[src/rtl/stage_sequencer_pkg.sv]
// Shared stage codes and instruction-type codes for the TinyCPU stage sequencer.
package stage_sequencer_pkg;

  localparam int unsigned STAGE_WIDTH = 3;
  localparam int unsigned INSTR_WIDTH = 5;

  typedef enum logic [STAGE_WIDTH-1:0] {
    StIdle      = 3'd0,
    StIwait     = 3'd1,
    StFetch     = 3'd2,
    StDecode    = 3'd3,
    StExecute   = 3'd4,
    StMwait     = 3'd5,
    StWriteback = 3'd6,
    StHalt      = 3'd7
  } stage_e;

  localparam logic [INSTR_WIDTH-1:0] INSTR_ADD   = 5'd0;
  localparam logic [INSTR_WIDTH-1:0] INSTR_SUB   = 5'd1;
  localparam logic [INSTR_WIDTH-1:0] INSTR_LOAD  = 5'd2;
  localparam logic [INSTR_WIDTH-1:0] INSTR_STORE = 5'd3;
  localparam logic [INSTR_WIDTH-1:0] INSTR_JUMP  = 5'd4;
  localparam logic [INSTR_WIDTH-1:0] INSTR_HALT  = 5'd31;

  // Stores and jumps retire without touching the register file.
  function automatic logic writes_reg(input logic [INSTR_WIDTH-1:0] instr_type);
    return !(instr_type == INSTR_STORE || instr_type == INSTR_JUMP);
  endfunction

endpackage

[src/rtl/mem_wait_timer.sv]
// Counts not-ready cycles of a memory wait; expired flags the last permitted wait cycle.
module mem_wait_timer #(
  parameter int unsigned MEM_TIMEOUT = 16
) (
  input  logic clk,
  input  logic rst,
  input  logic clear,
  input  logic ready,
  output logic expired
);

  localparam int unsigned CW = (MEM_TIMEOUT > 2) ? $clog2(MEM_TIMEOUT) : 1;
  localparam logic [CW-1:0] LAST = CW'(MEM_TIMEOUT - 1);

  logic [CW-1:0] count;

  always_ff @(posedge clk) begin
    if (rst || clear) begin
      count <= '0;
    end else if (!ready) begin
      count <= count + 1'b1;
    end
  end

  assign expired = !clear && !ready && (count == LAST);

endmodule

[src/rtl/stage_sequencer.sv]
// Multi-cycle TinyCPU control FSM: stage code, memory request strobes, halt and timeout.
module stage_sequencer
  import stage_sequencer_pkg::*;
#(
  parameter int unsigned MEM_TIMEOUT = 16,
  parameter int unsigned CNT_WIDTH   = 32
) (
  input  logic                   clk,
  input  logic                   rst,
  input  logic                   start,
  input  logic [INSTR_WIDTH-1:0] current_instruction_type,
  input  logic                   instr_mem_ready,
  input  logic                   data_mem_ready,
  output logic [STAGE_WIDTH-1:0] stage,
  output logic                   instr_mem_req,
  output logic                   data_mem_req,
  output logic                   data_mem_we,
  output logic                   reg_write_en,
  output logic                   halted,
  output logic                   timeout_err,
  output logic [CNT_WIDTH-1:0]   instr_count,
  output logic [CNT_WIDTH-1:0]   cycle_count
);

  stage_e                 state, state_next;
  logic [INSTR_WIDTH-1:0] instr_type, instr_type_next;
  logic                   in_wait, mem_ready, expired, timeout_next;

  assign in_wait   = (state == StIwait) || (state == StMwait);
  assign mem_ready = (state == StMwait) ? data_mem_ready : instr_mem_ready;

  mem_wait_timer #(
    .MEM_TIMEOUT(MEM_TIMEOUT)
  ) u_timer (
    .clk    (clk),
    .rst    (rst),
    .clear  (!in_wait),
    .ready  (mem_ready),
    .expired(expired)
  );

  always_comb begin
    state_next      = state;
    timeout_next    = 1'b0;
    instr_type_next = (state == StExecute) ? current_instruction_type : instr_type;
    unique case (state)
      StIdle:    if (start) state_next = StIwait;
      StIwait: begin
        if (instr_mem_ready) begin
          state_next = StFetch;
        end else if (expired) begin
          state_next   = StHalt;
          timeout_next = 1'b1;
        end
      end
      StFetch:   state_next = StDecode;
      StDecode:  state_next = StExecute;
      StExecute: begin
        if (current_instruction_type == INSTR_HALT) begin
          state_next = StHalt;
        end else if (current_instruction_type == INSTR_LOAD ||
                     current_instruction_type == INSTR_STORE) begin
          state_next = StMwait;
        end else begin
          state_next = StWriteback;
        end
      end
      StMwait: begin
        if (data_mem_ready) begin
          state_next = StWriteback;
        end else if (expired) begin
          state_next   = StHalt;
          timeout_next = 1'b1;
        end
      end
      StWriteback: state_next = StIwait;
      StHalt:      state_next = StHalt;
      default:     state_next = StIdle;
    endcase
  end

  // Strobes are registered from the next state so they stay pure functions of the stage.
  always_ff @(posedge clk) begin
    if (rst) begin
      state         <= StIdle;
      instr_type    <= '0;
      instr_mem_req <= 1'b0;
      data_mem_req  <= 1'b0;
      data_mem_we   <= 1'b0;
      reg_write_en  <= 1'b0;
      halted        <= 1'b0;
      timeout_err   <= 1'b0;
      instr_count   <= '0;
      cycle_count   <= '0;
    end else begin
      state         <= state_next;
      instr_type    <= instr_type_next;
      instr_mem_req <= (state_next == StIwait);
      data_mem_req  <= (state_next == StMwait);
      data_mem_we   <= (state_next == StMwait) && (instr_type_next == INSTR_STORE);
      reg_write_en  <= (state_next == StWriteback) && writes_reg(instr_type_next);
      halted        <= (state_next == StHalt);
      if (timeout_next) timeout_err <= 1'b1;
      if (state != StIdle && state != StHalt) cycle_count <= cycle_count + 1'b1;
      if (state == StWriteback) instr_count <= instr_count + 1'b1;
    end
  end

  assign stage = state;

endmodule

[config.mk]
export PLATFORM = sky130hd
export DESIGN_NAME = stage_sequencer
export DESIGN_NICKNAME = d
export VERILOG_FILES = /design/src/rtl/stage_sequencer_pkg.sv /design/src/rtl/mem_wait_timer.sv /design/src/rtl/stage_sequencer.sv
export SDC_FILE = /design/constraint.sdc
export NUM_CORES = 1
export LEC_CHECK = 0
export CORE_ASPECT_RATIO = 1.75
export CORE_UTILIZATION = 38
export CTS_CLUSTER_SIZE = 40
export DETAILED_ROUTE_END_ITERATION = 6
export SETUP_SLACK_MARGIN = 0.02
export SLEW_MARGIN = 40
export SYNTH_ARGS = -nofsm -noshare
export SYNTH_HDL_FRONTEND = slang
export SYNTH_SLANG_ARGS = --single-unit
[constraint.sdc]
create_clock -name clk -period 2.1 [get_ports clk]
set_input_delay 0.42 -clock clk [delete_from_list [all_inputs] [get_ports clk]]
set_output_delay 0.42 -clock clk [all_outputs]
set_load 0.02 [all_outputs]
Yosys cells after proc, flatten, opt, wreduce, memory -nomap -nowiden
Index checks and enable logic that the tools add are counted.
{"block": "totals", "n_memories": 0, "latch_bits": 0, "ramBits": 0, "wordCells": 59, "reg_bits": 82, "in_bits": 10, "mem_bits_ro": 0, "output_inout_bits": 73}
{"block": "classes", "n_eq_ne": 18, "n_lt_le_gt_ge": 0, "reduce_logical": 14, "n_bitwise": 0, "mux": 13, "shift": 0, "mul": 0, "div": 0, "addsub": 3}
{"cell": "adder 32 x 1 -> 32 bit, second input constant", "n": 2}
{"cell": "case mux 3 bit (8 select lines)", "n": 1}
{"cell": "== test 3 bit, second input constant", "n": 7}
{"cell": "== test 5 x 2 -> 1 bit, second input constant", "n": 3}
{"cell": "two-way mux 3 bit", "n": 4}
{"cell": "== test 3 x 1 -> 1 bit, second input constant", "n": 2}
{"cell": "== test 3 x 2 -> 1 bit, second input constant", "n": 2}
{"cell": "== test 5 x 3 -> 1 bit, second input constant", "n": 1}
{"cell": "== test 5 bit, second input constant", "n": 1}
{"cell": "logical AND 1 bit", "n": 5}
{"cell": "two-way mux 5 bit", "n": 1}
{"cell": "adder 4 x 1 -> 4 bit, second input constant", "n": 1}
{"cell": "== test 4 bit, second input constant", "n": 1}
{"cell": "logical OR 1 bit", "n": 4}
{"cell": "two-way mux 1 bit", "n": 4}
{"cell": "two-way mux 2 bit", "n": 2}
{"cell": "logical NOT 1 bit", "n": 3}
{"cell": "logical NOT 3 bit", "n": 1}
{"cell": "inequality test 3 bit, second input constant", "n": 1}
{"cell": "nonzero test 3 bit", "n": 1}
{"cell": "case mux 1 bit (2 select lines)", "n": 1}

Longest topological paths before layout
Gate-level depths: netlist (run 1).
{"block": "logic_depth", "ltp_word": 10, "mapped_depth": 8, "ltp_nobuf": 6}

Modules after synthesis
From an unflattened synthesis (run 1), not the netlist that was laid out.
{"block": "unflattened", "cells_unflattened": 440, "hier_area_um2": 3774.9}
{"module": "stage_sequencer", "cells_per_inst": 423, "area_per_inst_um2": 3593.4, "seq_area_each_um2": 1561.5, "instances": 1}
{"module": "mem_wait_timer", "cells_per_inst": 17, "area_per_inst_um2": 181.4, "seq_area_each_um2": 80.1, "instances": 1}

Least setup slack after synthesis (run 1)
No wires, ideal clock.
{"block": "synth_timing", "path_kind": "register to register", "start": "register cycle_count[3]", "end": "register cycle_count[31]", "setup_time_ns": 0.121, "period_less_slack_ns": 2.008, "path_slack_ns": 0.092, "path_stages_with_launch": 6, "n_path_buf": 0, "arrival_time_ns": 1.887, "t_required_ns": 1.979, "cell_sequence": "dfxtp_1 > and3_1 > nand4_1 > nor3_1 > nor3b_1 > mux2_2"}
{"block": "synth_via", "elab_chain_len": 1}
{"item": "start, declared", "line_no": "stage_sequencer.sv:22", "rtl": "output logic [CNT_WIDTH-1:0] cycle_count"}
{"item": "start signal, assigned", "line_no": "stage_sequencer.sv:104", "rtl": "if (state != StIdle && state != StHalt) cycle_count <= cycle_count + 1'b1;"}
{"item": "adder 32 x 1 -> 32 bit", "line_no": "stage_sequencer.sv:104"}
No other way between the ends.
A chain may end at the register's enable or synchronous reset.

Final worst setup path (run 1)
{"block": "layout_timing", "start": "register instr_count[8]", "end": "register instr_count[27]"}
{"block": "layout_via", "elab_chain_len": 1}
{"item": "start, declared", "line_no": "stage_sequencer.sv:21", "rtl": "output logic [CNT_WIDTH-1:0] instr_count,"}
{"item": "start signal, assigned", "line_no": "stage_sequencer.sv:105", "rtl": "if (state == StWriteback) instr_count <= instr_count + 1'b1;"}
{"item": "adder 32 x 1 -> 32 bit", "line_no": "stage_sequencer.sv:105"}
No other way between the ends.

==> metrics.json, run 1 <==
{
  "status": {
    "run_status": "finished with violations",
    "violations": "DRC"
  },
  "sta": {
    "worst_clock_skew_ns": 0.006994,
    "setup-violations-final": 0,
    "share_of_the_clock_period_used_by_the_worst_path_pct": 94.28,
    "max_freq_mhz": 505.1,
    "layout_setup_ws_ns": 0.1201,
    "slew_viol_final": 0,
    "tightest_slew_ns": 0.4317,
    "finalSetupTns_ns": 0,
    "final-hold-violation-count": 0,
    "final_period_minus_worst_setup_slack_ns": 1.980,
    "rsz0062_at_grt": "no",
    "maxSlewHeadroom_pct": 70.40
  },
  "critical_path": {
    "total_buffers_and_inverters_traversed_by_the_critical_path": 1,
    "crit_path_max_incr_delay_ns": 0.56,
    "worst_reg_to_reg_cells": 5,
    "cpLargestDelayFamily": "simple AND/OR/NAND/NOR gates",
    "critical_path.startpoint_type": "register",
    "worst-path-max-fanout": 16,
    "crit_arrival_ns": 2.26,
    "timing.critical_path.slowest_stage_cell": "or4_1",
    "critPathRequiredTime_ns": 2.38,
    "worstSetupPathType": "reg2reg",
    "endpoint_kind": "register",
    "worst-path-stages": 5,
    "worst_path_most_repeated_cell": "or4_1",
    "chain_of_cells_forming_the_critical_path": "nand4_2 -> or4_1 -> buf_6 -> or4_1 -> a21oi_2"
  },
  "layout": {
    "fin_nets": 567,
    "n_antenna_cell": 0,
    "post_route_cells_drive_above_1_share_pct": 13.06,
    "num-fill-cells": 926,
    "layout-area-overhead-vs-synth_pct": 38.57,
    "sequential_area_um2": 1644,
    "multi_input_area_um2": 1999
  },
  "yosys": {
    "synth-edff-count": 0,
    "synth.largest_area_cell": "dfxtp_1",
    "yosysTopAreaCellShare_pct": 43.03,
    "synth_flop_cell": "dfxtp_1",
    "ys_warn_count": 0,
    "number_of_register_bits_inferred_by_synthesis": 82,
    "synth.area.top_cells": "dfxtp_1, xnor2_1, nor2_1",
    "synth_cell_types": 43,
    "synth.top_cells.by_count": "dfxtp_1, nor2_1, xnor2_1, nand3_1",
    "synthesis.nets": 456,
    "syn-cell-area_um2": 3815,
    "yosysSeqAreaShare_pct": 43.03,
    "post_synth.cell_area_avg_um2": 8.612,
    "number_of_instances_in_the_synthesized_netlist": 443,
    "synth_most_common_cell": "dfxtp_1",
    "synthArstFlopShare_pct": 0
  },
  "grt": {
    "pin_count_of_the_biggest_net_entering_global_routing": 28,
    "grt_first_pass_wirelength_mm": 15.78,
    "antenna_violations_before_repair": 0,
    "vias_in_the_first_global_route": 3361,
    "globalRouteTotalUtil_pct": 19.13,
    "overflow": 0
  },
  "power": {
    "power_switching_uw": 760.1,
    "internal-power_uw": 2669,
    "comb_power_share_pct": 6.9,
    "clock_power_share_pct": 46.9,
    "p_total_uw": 3429,
    "ir_drop_mv": 0.4456,
    "p_per_area_nw_per_um2": 648.6,
    "lkg_pwr_uw": 0.001770,
    "switching_share_pct": 22.17,
    "seq_power_share_pct": 46.3
  },
  "detailed_routing": {
    "firstDrtPassIters": 7,
    "routed_wire_length_per_instance_um": 13.80,
    "route.detailed.vias_per_inst": 5.094,
    "route.final.wire_length_mm": 9.440,
    "vias": 3484,
    "drt.antenna.violating_nets": 0,
    "drt_drc_violations_left": 1,
    "drt_iter0_drc": 132
  },
  "clock_tree": {
    "cts-root-buf": "clkbuf_16",
    "worstSkewPairLatency_ns": 0.34,
    "clock-sinks": 82,
    "clkSlewWorstSetupHoldPaths_ns": 0.06,
    "cts.repair_timing.setup_buffer_count": 0,
    "cts_hold_buf": 0,
    "clock_tree.htree_level_count": 3,
    "cts_buffers": 9,
    "clk_path_buf_depth": 2,
    "cts_tree": "built"
  },
  "place": {
    "placement.io_buffers": 82,
    "pre_cts_slack_ns": -0.04119,
    "dp.final_hpwl_mm": 6.917,
    "finalWeightedCongestion": 0.7627
  },
  "floorplanning": {
    "initial_utilization_pct": 38.97,
    "placementRows": 48,
    "chipWidth_um": 77.74,
    "floorplan.io_pins": 83,
    "fp.dieH_um": 134.5,
    "coreArea_um2": 9789,
    "design.die.area_um2": 10460
  },
  "hold_path": {
    "holdCritPathClass": "reg2reg",
    "hold_depth": 2
  },
  "flow_run": {
    "maxCapViolations": 0
  }
}
-- cells in the final DEF, fill, tap and decap left out, types with 2 or more instances in the layout --
cell,instances
nor4b_1,3
clkinvlp_4,2
nand4_2,2
mux2_2,2
or4_1,2
dfxtp_1,80
xnor2_1,50
or3_1,6
nor2b_1,3
nor4_1,22
and3_1,11
nor3_1,22
inv_1,14
nor3b_1,4
mux2i_1,9
nand2_1,20
xor2_1,7
ha_1,3
clkdlybuf4s50_1,81
buf_4,40
nor2_1,75
and4_1,5
clkbuf_16,9
nand4_1,14
nand3_1,23
clkbuf_8,2
nand3b_1,2
nand2b_1,3
o21ai_0,9
a21oi_1,10
dfxtp_2,2
nor3_2,3
or3_2,2
-- stage by stage --
step / cells / area [um2] / util, % / hold slack, ns
floorplan: 443 / 3815 / - / 0.4611
global placement: 668 / 4970 / 50.77 / 0.4699
detailed placement: 668 / 4970 / 50.77 / 0.4502
CTS: 684 / 5276 / 53.90 / 0.4617
global route: 684 / 5286 / 54.00 / 0.4820
finish: 684 / 5286 / 54.00 / 0.4495
-- flip-flops by register name, indices dropped and copies added, names as in the netlist --
| name | flops |
|---|---|
| cycle_count | 32 |
| data_mem_req | 1 |
| data_mem_we | 1 |
| halted | 1 |
| instr_count | 32 |
| instr_mem_req | 1 |
| instr_type | 5 |
| reg_write_en | 1 |
| stage | 3 |
| timeout_err | 1 |
| u_timer.count | 4 |
-- logic make-up after synthesis --
| family | Yosys count | share of synthesized area [%] |
|---|---|---|
| and+or+nand+nor | 228 | 31.58 |
| DFF | 82 | 43.03 |
| xor gates and xnor gates | 57 | 13.09 |
| buffers and inverters | 37 | 4.657 |
| AOI/OAI and AO/OA | 25 | 3.706 |
| muxes | 11 | 2.952 |
| adders and majority gates | 3 | 0.9840 |
-- power groups by stage --
stage	logic (uW)	clock network, uW	registers, uW
CTS	240	1650	1590
finish	235	1610	1590
global placement	234	0	1620
global route	259	1710	1590
floorplan	99.2	0	1640
detailed placement	239	0	1620
-- worst reg2reg max path, cell delays in order, from the launching register on --
cell	delay, ns
dfxtp_2	0.36
nand4_2	0.15
or4_1	0.56
buf_6	0.17
or4_1	0.53
a21oi_2	0.15
-- layout make-up --
type	instances	area share [%]
Clock buffer	12	4.852
Clock inverter	4	0.9467
Inverter	14	0.9941
Multi-Input combinational cell	324	37.82
Sequential cell	82	31.10
Tap cell	125	2.959
Timing Repair Buffer	123	21.33
-- timing repair --
item,CTS,global route
endpoints found under the hold margin,0,0
endpoints found under the setup margin,0,3
resized for setup,0,4
-- final timing paths --
path                   from               to  slack [ns]
min             timeout_err      timeout_err        0.45
max          instr_count[8]  instr_count[27]        0.12
max reg2reg  instr_count[8]  instr_count[27]        0.12
min reg2reg     timeout_err      timeout_err        0.45
-- layer usage --
| metal | wire length, um | GRT usage (%) | vias to the layer above |
|---|---|---|---|
| li1 | - | - | 1758 |
| met1 | 3757 | 20.77 | 1651 |
| met2 | 5170 | 34.91 | 65 |
| met3 | 371 | 4.459 | 10 |
| met4 | 141 | 8.176 | 0 |
| met5 | 0 | 0 | - |
Power figures use the tool's default switching activity.
==> inputs of run 2 (changes only) <==
SYNTH_HIERARCHICAL = 1   (was not set)
==> run 2 against run 1 <==
Net effect:
- the run now ends clean
- register-to-register slack worse by 0.04 ns
- critical endpoint is now stage[0]
- largest cell class unchanged
- highest routed layer unchanged
- critical path type is now reg2out
- combinational power grew 88%
- die area decreased by 1.0%
==> metrics.json, run 2 <==
{
  "detailed_routing": {
    "firstDrtPassIters": {"value": 4, "change": "was 7"},
    "drt_drc_violations_left": {"value": 0, "change": "was 1"},
    "route.detailed.vias_per_inst": {"value": 5.215, "change": "was 5.094"},
    "route.final.wire_length": {"value": 9.491, "unit": "mm", "change": "was 9.440 mm"},
    "drt_iter0_drc": {"value": 89, "change": "was 132"},
    "drt.antenna.violating_nets": {"value": 0, "change": "unchanged"},
    "vias": {"value": 3520, "change": "was 3,484"},
    "routed_wire_length_per_instance": {"value": 14.06, "unit": "um", "change": "was 13.80 um"}
  },
  "sta": {
    "max_freq": {"value": 495.0, "unit": "MHz", "change": "was 505.1 MHz"},
    "setup-violations-final": {"value": 0, "change": "unchanged"},
    "layout_setup_ws": {"value": 0.07968, "unit": "ns", "change": "was 0.1201 ns"},
    "fin_worst_hold_slack": {"value": 0.4000, "unit": "ns", "change": "was 0.4495 ns"},
    "rsz0062_at_grt": {"value": "yes", "change": "was no"},
    "slew_viol_final": {"value": 0, "change": "unchanged"},
    "tightest_slew": {"value": 0.3664, "unit": "ns", "change": "was 0.4317 ns"},
    "final_period_minus_worst_setup_slack": {"value": 2.020, "unit": "ns", "change": "was 1.980 ns"},
    "share_of_the_clock_period_used_by_the_worst_path": {"value": 96.21, "unit": "%", "change": "was 94.28%"},
    "worst_clock_skew": {"value": 0.005115, "unit": "ns", "change": "was 0.006994 ns"},
    "maxSlewHeadroom": {"value": 74.94, "unit": "%", "change": "was 70.40%"},
    "final-hold-violation-count": {"value": 0, "change": "unchanged"},
    "finalSetupTns": {"value": 0, "unit": "ns", "change": "unchanged"}
  },
  "layout": {
    "post_route_cells_drive_above_1_share": {"value": 13.20, "unit": "%", "change": "was 13.06%"},
    "utilization": {"value": 55.54, "unit": "%", "change": "was 54.00%"},
    "n_antenna_cell": {"value": 0, "change": "unchanged"},
    "layout_common_cells": {"value": "clkdlybuf4s50_1, dfxtp_1, nor2_1", "change": "unchanged"},
    "reg_top3": {"value": "cycle_count (32), instr_count (32), instr_type (5)", "change": "unchanged"},
    "fin_nets": {"value": 561, "change": "was 567"},
    "num-fill-cells": {"value": 921, "change": "was 926"},
    "layout_commonest_cell": {"value": "clkdlybuf4s50_1", "change": "unchanged"},
    "layout-area-overhead-vs-synth": {"value": 40.17, "unit": "%", "change": "was 38.57%"}
  },
  "yosys": {
    "number_of_register_bits_inferred_by_synthesis": {"value": 82, "change": "unchanged"},
    "post_synth.cell_area_avg": {"value": 8.579, "unit": "um2", "change": "was 8.612 um2"},
    "synth.largest_area_cell": {"value": "dfxtp_1", "change": "unchanged"},
    "number_of_instances_in_the_synthesized_netlist": {"value": 440, "change": "was 443"},
    "yosysTopAreaCellShare": {"value": 43.49, "unit": "%", "change": "was 43.03%"},
    "synth_most_common_cell": {"value": "dfxtp_1", "change": "unchanged"},
    "synth.top_cells.by_count": {"value": "dfxtp_1, nor2_1, nand2_1, xor2_1, nand3_1", "change": "was dfxtp_1, nor2_1, xnor2_1, nand3_1"},
    "synth_flop_cell": {"value": "dfxtp_1", "change": "unchanged"},
    "yosysSeqAreaShare": {"value": 43.49, "unit": "%", "change": "was 43.03%"},
    "ys_warn_count": {"value": 6, "change": "was 0"},
    "syn-cell-area": {"value": 3775, "unit": "um2", "change": "was 3815 um2"},
    "synth_cell_types": {"value": 45, "change": "was 43"},
    "synthArstFlopShare": {"value": 0, "unit": "%", "change": "unchanged"},
    "synth.area.top_cells": {"value": "dfxtp_1, xor2_1, nor2_1", "change": "was dfxtp_1, xnor2_1, nor2_1"},
    "synth-edff-count": {"value": 0, "change": "unchanged"},
    "synthesis.nets": {"value": 453, "change": "was 456"}
  },
  "floorplanning": {
    "coreArea": {"value": 9527, "unit": "um2", "change": "was 9789 um2"},
    "initial_utilization": {"value": 39.62, "unit": "%", "change": "was 38.97%"},
    "placementRows": {"value": 47, "change": "was 48"},
    "fp.dieH": {"value": 133.9, "unit": "um", "change": "was 134.5 um"},
    "floorplan.io_pins": {"value": 83, "change": "unchanged"},
    "design.die.area": {"value": 10350, "unit": "um2", "change": "was 10,460 um2"},
    "chipWidth": {"value": 77.34, "unit": "um", "change": "was 77.74 um"}
  },
  "critical_path": {
    "worst_path_most_repeated_cell": {"value": "buf_4", "change": "was or4_1"},
    "critical_path.startpoint_type": {"value": "register", "change": "unchanged"},
    "endpoint_kind": {"value": "output port", "change": "was register"},
    "chain_of_cells_forming_the_critical_path": {"value": "buf_4 -> buf_4 -> clkdlybuf4s50_1", "change": "was nand4_2 -> or4_1 -> buf_6 -> or4_1 -> a21oi_2"},
    "timing.critical_path.slowest_stage_cell": {"value": "clkdlybuf4s50_1", "change": "was or4_1"},
    "crit_path_max_incr_delay": {"value": 0.62, "unit": "ns", "change": "was 0.56 ns"},
    "critPathRequiredTime": {"value": 1.68, "unit": "ns", "change": "was 2.38 ns"},
    "crit_arrival": {"value": 1.60, "unit": "ns", "change": "was 2.26 ns"},
    "worstSetupPathType": {"value": "reg2out", "change": "was reg2reg"},
    "worst-path-max-fanout": {"value": 10, "change": "was 16"}
  },
  "clock_tree": {
    "cts_hold_buf": {"value": 0, "change": "unchanged"},
    "clk_path_buf_depth": {"value": 2, "change": "unchanged"},
    "clkSlewWorstSetupHoldPaths": {"value": 0.06, "unit": "ns", "change": "about the same"},
    "clock-sinks": {"value": 82, "change": "unchanged"},
    "clock_tree.htree_level_count": {"value": 3, "change": "unchanged"},
    "cts-root-buf": {"value": "clkbuf_16", "change": "unchanged"},
    "worstSkewPairLatency": {"value": 0.33, "unit": "ns", "change": "was 0.34 ns"},
    "cts_tree": {"value": "built", "change": "unchanged"},
    "cts_buffers": {"value": 9, "change": "unchanged"}
  },
  "grt": {
    "antenna_violations_before_repair": {"value": 0, "change": "unchanged"},
    "vias_in_the_first_global_route": {"value": 3336, "change": "was 3,361"},
    "overflow": {"value": 0, "change": "unchanged"},
    "grt_first_pass_wirelength": {"value": 15.64, "unit": "mm", "change": "was 15.78 mm"},
    "globalRouteTotalUtil": {"value": 18.77, "unit": "%", "change": "was 19.13%"},
    "pin_count_of_the_biggest_net_entering_global_routing": {"value": 37, "change": "was 28"}
  },
  "power": {
    "p_total": {"value": 3496, "unit": "uW", "change": "was 3429 uW"},
    "p_per_area": {"value": 660.6, "unit": "nW/um2", "change": "was 648.6 nW/um2"},
    "ir_drop": {"value": 0.5810, "unit": "mV", "change": "was 0.4456 mV"},
    "lkg_pwr": {"value": 0.001907, "unit": "uW", "change": "was 0.001770 uW"}
  },
  "place": {
    "placement.io_buffers": {"value": 82, "change": "unchanged"},
    "dp.final_hpwl": {"value": 6.838, "unit": "mm", "change": "was 6.917 mm"},
    "finalWeightedCongestion": {"value": 0.7965, "change": "was 0.7627"},
    "pre_cts_slack": {"value": -0.2340, "unit": "ns", "change": "was -0.04119 ns"}
  },
  "status": {
    "run_status": {"value": "finished clean", "change": "was finished with violations"}
  },
  "hold_path": {
    "holdCritPathClass": {"value": "in2reg", "change": "was reg2reg"}
  },
  "flow_run": {
    "maxCapViolations": {"value": 0, "change": "unchanged"}
  }
}
==> run 2: power by group <==
group | switching, uW | total [uW] | leakage (uW) | internal [uW]
clock | 601 | 1430 | 0.000133 | 828
sequential | 32.3 | 1620 | 0.000663 | 1590
combinational | 233 | 441 | 0.00111 | 209
total | 866 | 3500 | 0.00191 | 2630
==> run 2: final cells by class <==
cell class	instances	area [um2]	share of cell area (%)
multi-input combinational	337	2145	40.53
sequential	82	1650	31.19
timing repair buffer	116	1071	20.24
clock buffer	13	250.2	4.729
tap	122	152.6	2.885
clock inverter	3	15.01	0.2838
inverter	2	7.507	0.1419
==> run 2: per-layer routing <==
layer | GRT usage (%) | up-vias | routed length [um]
met4 | 7.757 | 0 | 235
met3 | 4.490 | 16 | 392
li1 | - | 1775 | -
met1 | 20.51 | 1656 | 3983
met2 | 34.07 | 73 | 4879
met5 | 0 | - | 0
==> run 2: repair_timing <==
action	CTS	global route
resized for setup	0	12
buffers inserted	0	4
endpoints found under the setup margin	0	6
==> run 2: worst paths after layout <==
path | endpoint | slack [ns] | cells after the start | start
max | stage[0] | 0.08 | 3 | stage[0]
min | instr_count[5] | 0.40 | 2 | rst
max reg2reg | cycle_count[30] | 0.08 | 6 | stage[1]
min reg2reg | instr_type[4] | 0.47 | 2 | instr_type[4]
==> run 2: worst max-delay path, delay by kind of cell, from the launching register on <==
family                 cells  cell delay [ns]
buffers and inverters      3             0.92
DFF                        1             0.34
==> run 2: metrics by stage <==
| step | std cells | cell area (um2) |
|---|---|---|
| CTS | 671 | 5199 |
| finish | 675 | 5291 |
| global placement | 655 | 4933 |
| floorplan | 440 | 3827 |
| detailed placement | 655 | 4933 |
| global route | 675 | 5291 |
==> run 2: cell families after synthesis <==
| group | synth area share [%] |
|---|---|
| multiplexers | 0.8286 |
| adder cells (fa/ha/maj) | 0.9945 |
| AND/OR/NAND/NOR | 33.05 |
| AO/OA/AOI/OAI | 6.994 |
| XOR/XNOR | 12.53 |
| flip-flops | 43.49 |
| buffers and inverters | 2.121 |
==> inputs of run 3 (changes only) <==
ABC_AREA = 1   (was not set)
MAX_ROUTING_LAYER = met4   (was not set)
==> run 3 against run 2 <==
Net effect:
- routed wire length grew 27%
- total power grew 6.2%
- first-iteration DRC count grew to 2.7 times the previous value
- count of clock-buffer cells in the layout shrank 2
- critical path depth shrank 1
- design area grew 8.6%
- utilization shrank 4.4 points
- via count grew 30%
- sequential share of layout area shrank 2.6 points
- maximum frequency grew 0.92%
- combinational power shrank 9.3%
- cell count grew 37%
==> metrics.json, run 3 <==
{
  "clock_tree": {
    "clkSlewWorstSetupHoldPaths": {"value": 0.06, "unit": "ns", "change": "about the same"},
    "clock_tree.htree_level_count": {"value": 3, "change": "unchanged"},
    "worstSkewPairLatency": {"value": 0.34, "unit": "ns", "change": "was 0.33 ns"},
    "cts.repair_timing.setup_buffer_count": {"value": 0, "change": "unchanged"},
    "clk_path_buf_depth": {"value": 2, "change": "unchanged"},
    "cts_buffers": {"value": 9, "change": "unchanged"},
    "cts-root-buf": {"value": "clkbuf_16", "change": "unchanged"},
    "cts_tree": {"value": "built", "change": "unchanged"},
    "clock-sinks": {"value": 82, "change": "unchanged"},
    "postCtsResizedCells": {"value": 0, "change": "unchanged"},
    "cts_hold_buf": {"value": 0, "change": "unchanged"}
  },
  "yosys": {
    "number_of_instances_in_the_synthesized_netlist": {"value": 695, "change": "was 440"},
    "yosys.area_share.simple": {"value": 43.22, "unit": "%", "change": "was 33.05%"},
    "synth-edff-count": {"value": 0, "change": "unchanged"},
    "synth_flop_cell": {"value": "dfxtp_1", "change": "unchanged"},
    "yosys-mux-area-fraction": {"value": 0, "unit": "%", "change": "was 0.8286%"},
    "number_of_register_bits_inferred_by_synthesis": {"value": 82, "change": "unchanged"},
    "synth.top_cells.by_count": {"value": "nand2_1, nor2_1, inv_1, dfxtp_1, nand3_1", "change": "was dfxtp_1, nor2_1, nand2_1, xor2_1, nand3_1"},
    "synth_compound_area_share": {"value": 7.490, "unit": "%", "change": "was 6.994%"},
    "synth_cell_types": {"value": 33, "change": "was 45"},
    "post_synth.cell_area_avg": {"value": 6.369, "unit": "um2", "change": "was 8.579 um2"},
    "synth_top_family_by_area": {"value": "simple AND/OR/NAND/NOR gates", "change": "unchanged"},
    "yosysTopAreaCellShare": {"value": 37.08, "unit": "%", "change": "was 43.49%"},
    "synth_most_common_cell": {"value": "nand2_1", "change": "was dfxtp_1"},
    "fraction_of_synthesized_cell_area_in_xor_and_xnor_cells": {"value": 2.176, "unit": "%", "change": "was 12.53%"},
    "synth.area.top_cells": {"value": "dfxtp_1, nand2_1, nor2_1", "change": "was dfxtp_1, xor2_1, nor2_1"},
    "synthArstFlopShare": {"value": 0, "unit": "%", "change": "unchanged"},
    "synth.largest_area_cell": {"value": "dfxtp_1", "change": "unchanged"},
    "synthesis.nets": {"value": 708, "change": "was 453"},
    "syn-cell-area": {"value": 4427, "unit": "um2", "change": "was 3775 um2"},
    "yosysSeqAreaShare": {"value": 37.08, "unit": "%", "change": "was 43.49%"},
    "synthAdderAreaFrac": {"value": 0.8479, "unit": "%", "change": "was 0.9944%"},
    "ys_warn_count": {"value": 6, "change": "unchanged"}
  },
  "power": {
    "ir_drop": {"value": 0.4979, "unit": "mV", "change": "was 0.5810 mV"},
    "lkg_pwr": {"value": 0.002255, "unit": "uW", "change": "was 0.001907 uW"},
    "p_per_area": {"value": 645.8, "unit": "nW/um2", "change": "was 660.6 nW/um2"}
  },
  "detailed_routing": {
    "vias": {"value": 4579, "change": "was 3,520"},
    "drt.antenna.violating_nets": {"value": 0, "change": "unchanged"},
    "route.final.wire_length": {"value": 12.04, "unit": "mm", "change": "was 9.491 mm"},
    "firstDrtPassIters": {"value": 4, "change": "unchanged"},
    "drt_drc_violations_left": {"value": 0, "change": "unchanged"},
    "routed_wire_length_per_instance": {"value": 13.04, "unit": "um", "change": "was 14.06 um"},
    "route.detailed.vias_per_inst": {"value": 4.961, "change": "was 5.215"},
    "drt_iter0_drc": {"value": 244, "change": "was 89"}
  },
  "critical_path": {
    "timing.rr.start": {"value": "stage[0]", "change": "was stage[1]"},
    "total_buffers_and_inverters_traversed_by_the_critical_path": {"value": 2, "change": "was 3"},
    "endpoint_kind": {"value": "output port", "change": "unchanged"},
    "r2r_end": {"value": "reg_write_en", "change": "was cycle_count[30]"},
    "crit_path_max_incr_delay": {"value": 0.60, "unit": "ns", "change": "was 0.62 ns"},
    "chain_of_cells_forming_the_critical_path": {"value": "buf_4 -> clkdlybuf4s50_1", "change": "was buf_4 -> buf_4 -> clkdlybuf4s50_1"},
    "worst_reg_to_reg_cells": {"value": 11, "change": "was 6"},
    "critical_path.startpoint_type": {"value": "register", "change": "unchanged"},
    "worst-path-stages": {"value": 2, "change": "was 3"},
    "worst-path-max-fanout": {"value": 5, "change": "was 10"},
    "endpoint": {"value": "stage[2]", "change": "was stage[0]"},
    "worstSetupPathType": {"value": "reg2out", "change": "unchanged"},
    "timing.critical_path.slowest_stage_cell": {"value": "clkdlybuf4s50_1", "change": "unchanged"},
    "cpLargestDelayFamily": {"value": "buffers and inverters", "change": "unchanged"},
    "crit_startpoint": {"value": "stage[2]", "change": "was stage[0]"},
    "r2r_setup_slack": {"value": 0.25, "unit": "ns", "change": "was 0.08 ns"},
    "critPathRequiredTime": {"value": 1.68, "unit": "ns", "change": "about the same"},
    "crit_arrival": {"value": 1.58, "unit": "ns", "change": "was 1.60 ns"}
  },
  "place": {
    "postPlaceCellArea": {"value": 5423, "unit": "um2", "change": "was 4933 um2"},
    "finalWeightedCongestion": {"value": 0.8703, "change": "was 0.7965"},
    "placed_cells": {"value": 907, "change": "was 655"},
    "dp.final_hpwl": {"value": 9.157, "unit": "mm", "change": "was 6.838 mm"},
    "placement.io_buffers": {"value": 82, "change": "unchanged"}
  },
  "sta": {
    "tightest_slew": {"value": 0.4646, "unit": "ns", "change": "was 0.3664 ns"},
    "final_period_minus_worst_setup_slack": {"value": 2.002, "unit": "ns", "change": "was 2.020 ns"},
    "finalSetupTns": {"value": 0, "unit": "ns", "change": "unchanged"},
    "max_freq": {"value": 499.5, "unit": "MHz", "change": "was 495.0 MHz"},
    "slew_viol_final": {"value": 0, "change": "unchanged"},
    "rsz0062_at_grt": {"value": "no", "change": "was yes"},
    "final-hold-violation-count": {"value": 0, "change": "unchanged"},
    "worst_clock_skew": {"value": 0.007896, "unit": "ns", "change": "was 0.005115 ns"},
    "fin_worst_hold_slack": {"value": 0.4842, "unit": "ns", "change": "was 0.4000 ns"},
    "setup-violations-final": {"value": 0, "change": "unchanged"},
    "maxSlewHeadroom": {"value": 68.79, "unit": "%", "change": "was 74.94%"},
    "share_of_the_clock_period_used_by_the_worst_path": {"value": 95.33, "unit": "%", "change": "was 96.21%"}
  },
  "grt": {
    "vias_in_the_first_global_route": {"value": 4223, "change": "was 3,336"},
    "antenna_violations_before_repair": {"value": 0, "change": "unchanged"},
    "globalRouteTotalUtil": {"value": 20.76, "unit": "%", "change": "was 18.77%"},
    "overflow": {"value": 0, "change": "unchanged"},
    "pin_count_of_the_biggest_net_entering_global_routing": {"value": 45, "change": "was 37"},
    "grt_first_pass_wirelength": {"value": 19.43, "unit": "mm", "change": "was 15.64 mm"}
  },
  "layout": {
    "post_route_cells_drive_above_1_share": {"value": 7.080, "unit": "%", "change": "was 13.20%"},
    "n_antenna_cell": {"value": 0, "change": "unchanged"},
    "layout_common_cells": {"value": "nand2_1, nor2_1, inv_1", "change": "was clkdlybuf4s50_1, dfxtp_1, nor2_1"},
    "utilization": {"value": 51.18, "unit": "%", "change": "was 55.54%"},
    "layout_commonest_cell": {"value": "nand2_1", "change": "was clkdlybuf4s50_1"},
    "fin_nets": {"value": 799, "change": "was 561"},
    "layout-area-overhead-vs-synth": {"value": 29.85, "unit": "%", "change": "was 40.17%"},
    "postLayoutCellArea": {"value": 5748, "unit": "um2", "change": "was 5291 um2"},
    "reg_top3": {"value": "cycle_count (32), instr_count (32), instr_type (5)", "change": "unchanged"},
    "post_layout_nonfiller_instances": {"value": 923, "change": "was 675"}
  },
  "floorplanning": {
    "fp.dieH": {"value": 144.8, "unit": "um", "change": "was 133.9 um"},
    "chipWidth": {"value": 83.59, "unit": "um", "change": "was 77.34 um"},
    "initial_utilization": {"value": 39.42, "unit": "%", "change": "was 39.62%"},
    "floorplan.io_pins": {"value": 83, "change": "unchanged"},
    "placementRows": {"value": 51, "change": "was 47"},
    "design.die.area": {"value": 12100, "unit": "um2", "change": "was 10,350 um2"},
    "coreArea": {"value": 11230, "unit": "um2", "change": "was 9527 um2"}
  },
  "hold_path": {
    "hold_path.startpoint": {"value": "timeout_err", "change": "was rst"},
    "holdCritPathClass": {"value": "reg2reg", "change": "was in2reg"}
  },
  "status": {
    "run_status": {"value": "finished clean", "change": "unchanged"}
  },
  "flow_run": {
    "maxCapViolations": {"value": 0, "change": "unchanged"}
  }
}
==> run 3: changes by cell type after synthesis, moves of 13 or more <==
cell     change
a21oi_1     +13
inv_1       +89
xor2_1      -32
and3_1      -15
nor2_1      +66
nand2_1    +140
and4_1      -14
nand3_1     +36
==> run 3: how the worst min path moves through the flow <==
stage,slack [ns],to,cells after the start
4_1_cts,0.49,timeout_err,2
5_1_grt,0.51,timeout_err,2
3_5_place_dp,0.48,timeout_err,2
3_3_place_gp,0.47,timeout_err,2
2_1_floorplan,0.47,u_timer/count[0],2
6_report,0.48,timeout_err,2
==> run 3: area by class of cell <==
cell class,instances,area (um2)
Clock buffer,11,242.7
Clock inverter,5,77.57
Fill cell,1162,5483
Inverter,97,364.1
Multi-Input combinational cell,507,2384
Sequential cell,82,1642
Tap cell,132,165.2
Timing Repair Buffer,89,873.3
==> run 3: kinds of logic after synthesis <==
| group | after synthesis |
|---|---|
| adders and majority gates | 3 |
| xor gates and xnor gates | 11 |
| AOI/OAI and AO/OA | 65 |
| DFF | 82 |
| and+or+nand+nor | 428 |
| buffers and inverters | 106 |
==> run 3: tightest hold or removal path: cells and delay by family (launching register included) <==
kind                   cells  cell delay, ns
AOI/OAI and AO/OA          1            0.09
buffers and inverters      1            0.05
DFF                        1            0.32
==> run 3: where the power goes <==
| part | internal (uW) | switching (uW) | leakage [uW] |
|---|---|---|---|
| Combinational | 139 | 260 | 0.00144 |
| Sequential | 1590 | 31.8 | 0.000662 |
| Clock | 1070 | 624 | 0.000156 |
| Total | 2800 | 917 | 0.00225 |
==> run 3: metrics by stage <==
step	power, uW	worst slack, ns
after floorplan	1905	0.1439
after global placement	2044	0.09123
after detailed placement	2050	-0.009384
after CTS	3755	0.09946
after global routing	3878	0.03162
final	3712	0.09807
==> run 3: per-layer routing <==
layer  up-vias  track usage, %  part of all wire (%)
li1       2389               -                     -
met1      2069           20.77                    41
met2        97           39.11                    53
met3        24           3.687                   3.3
met4         0           9.367                   2.4
met5         -               -                     0
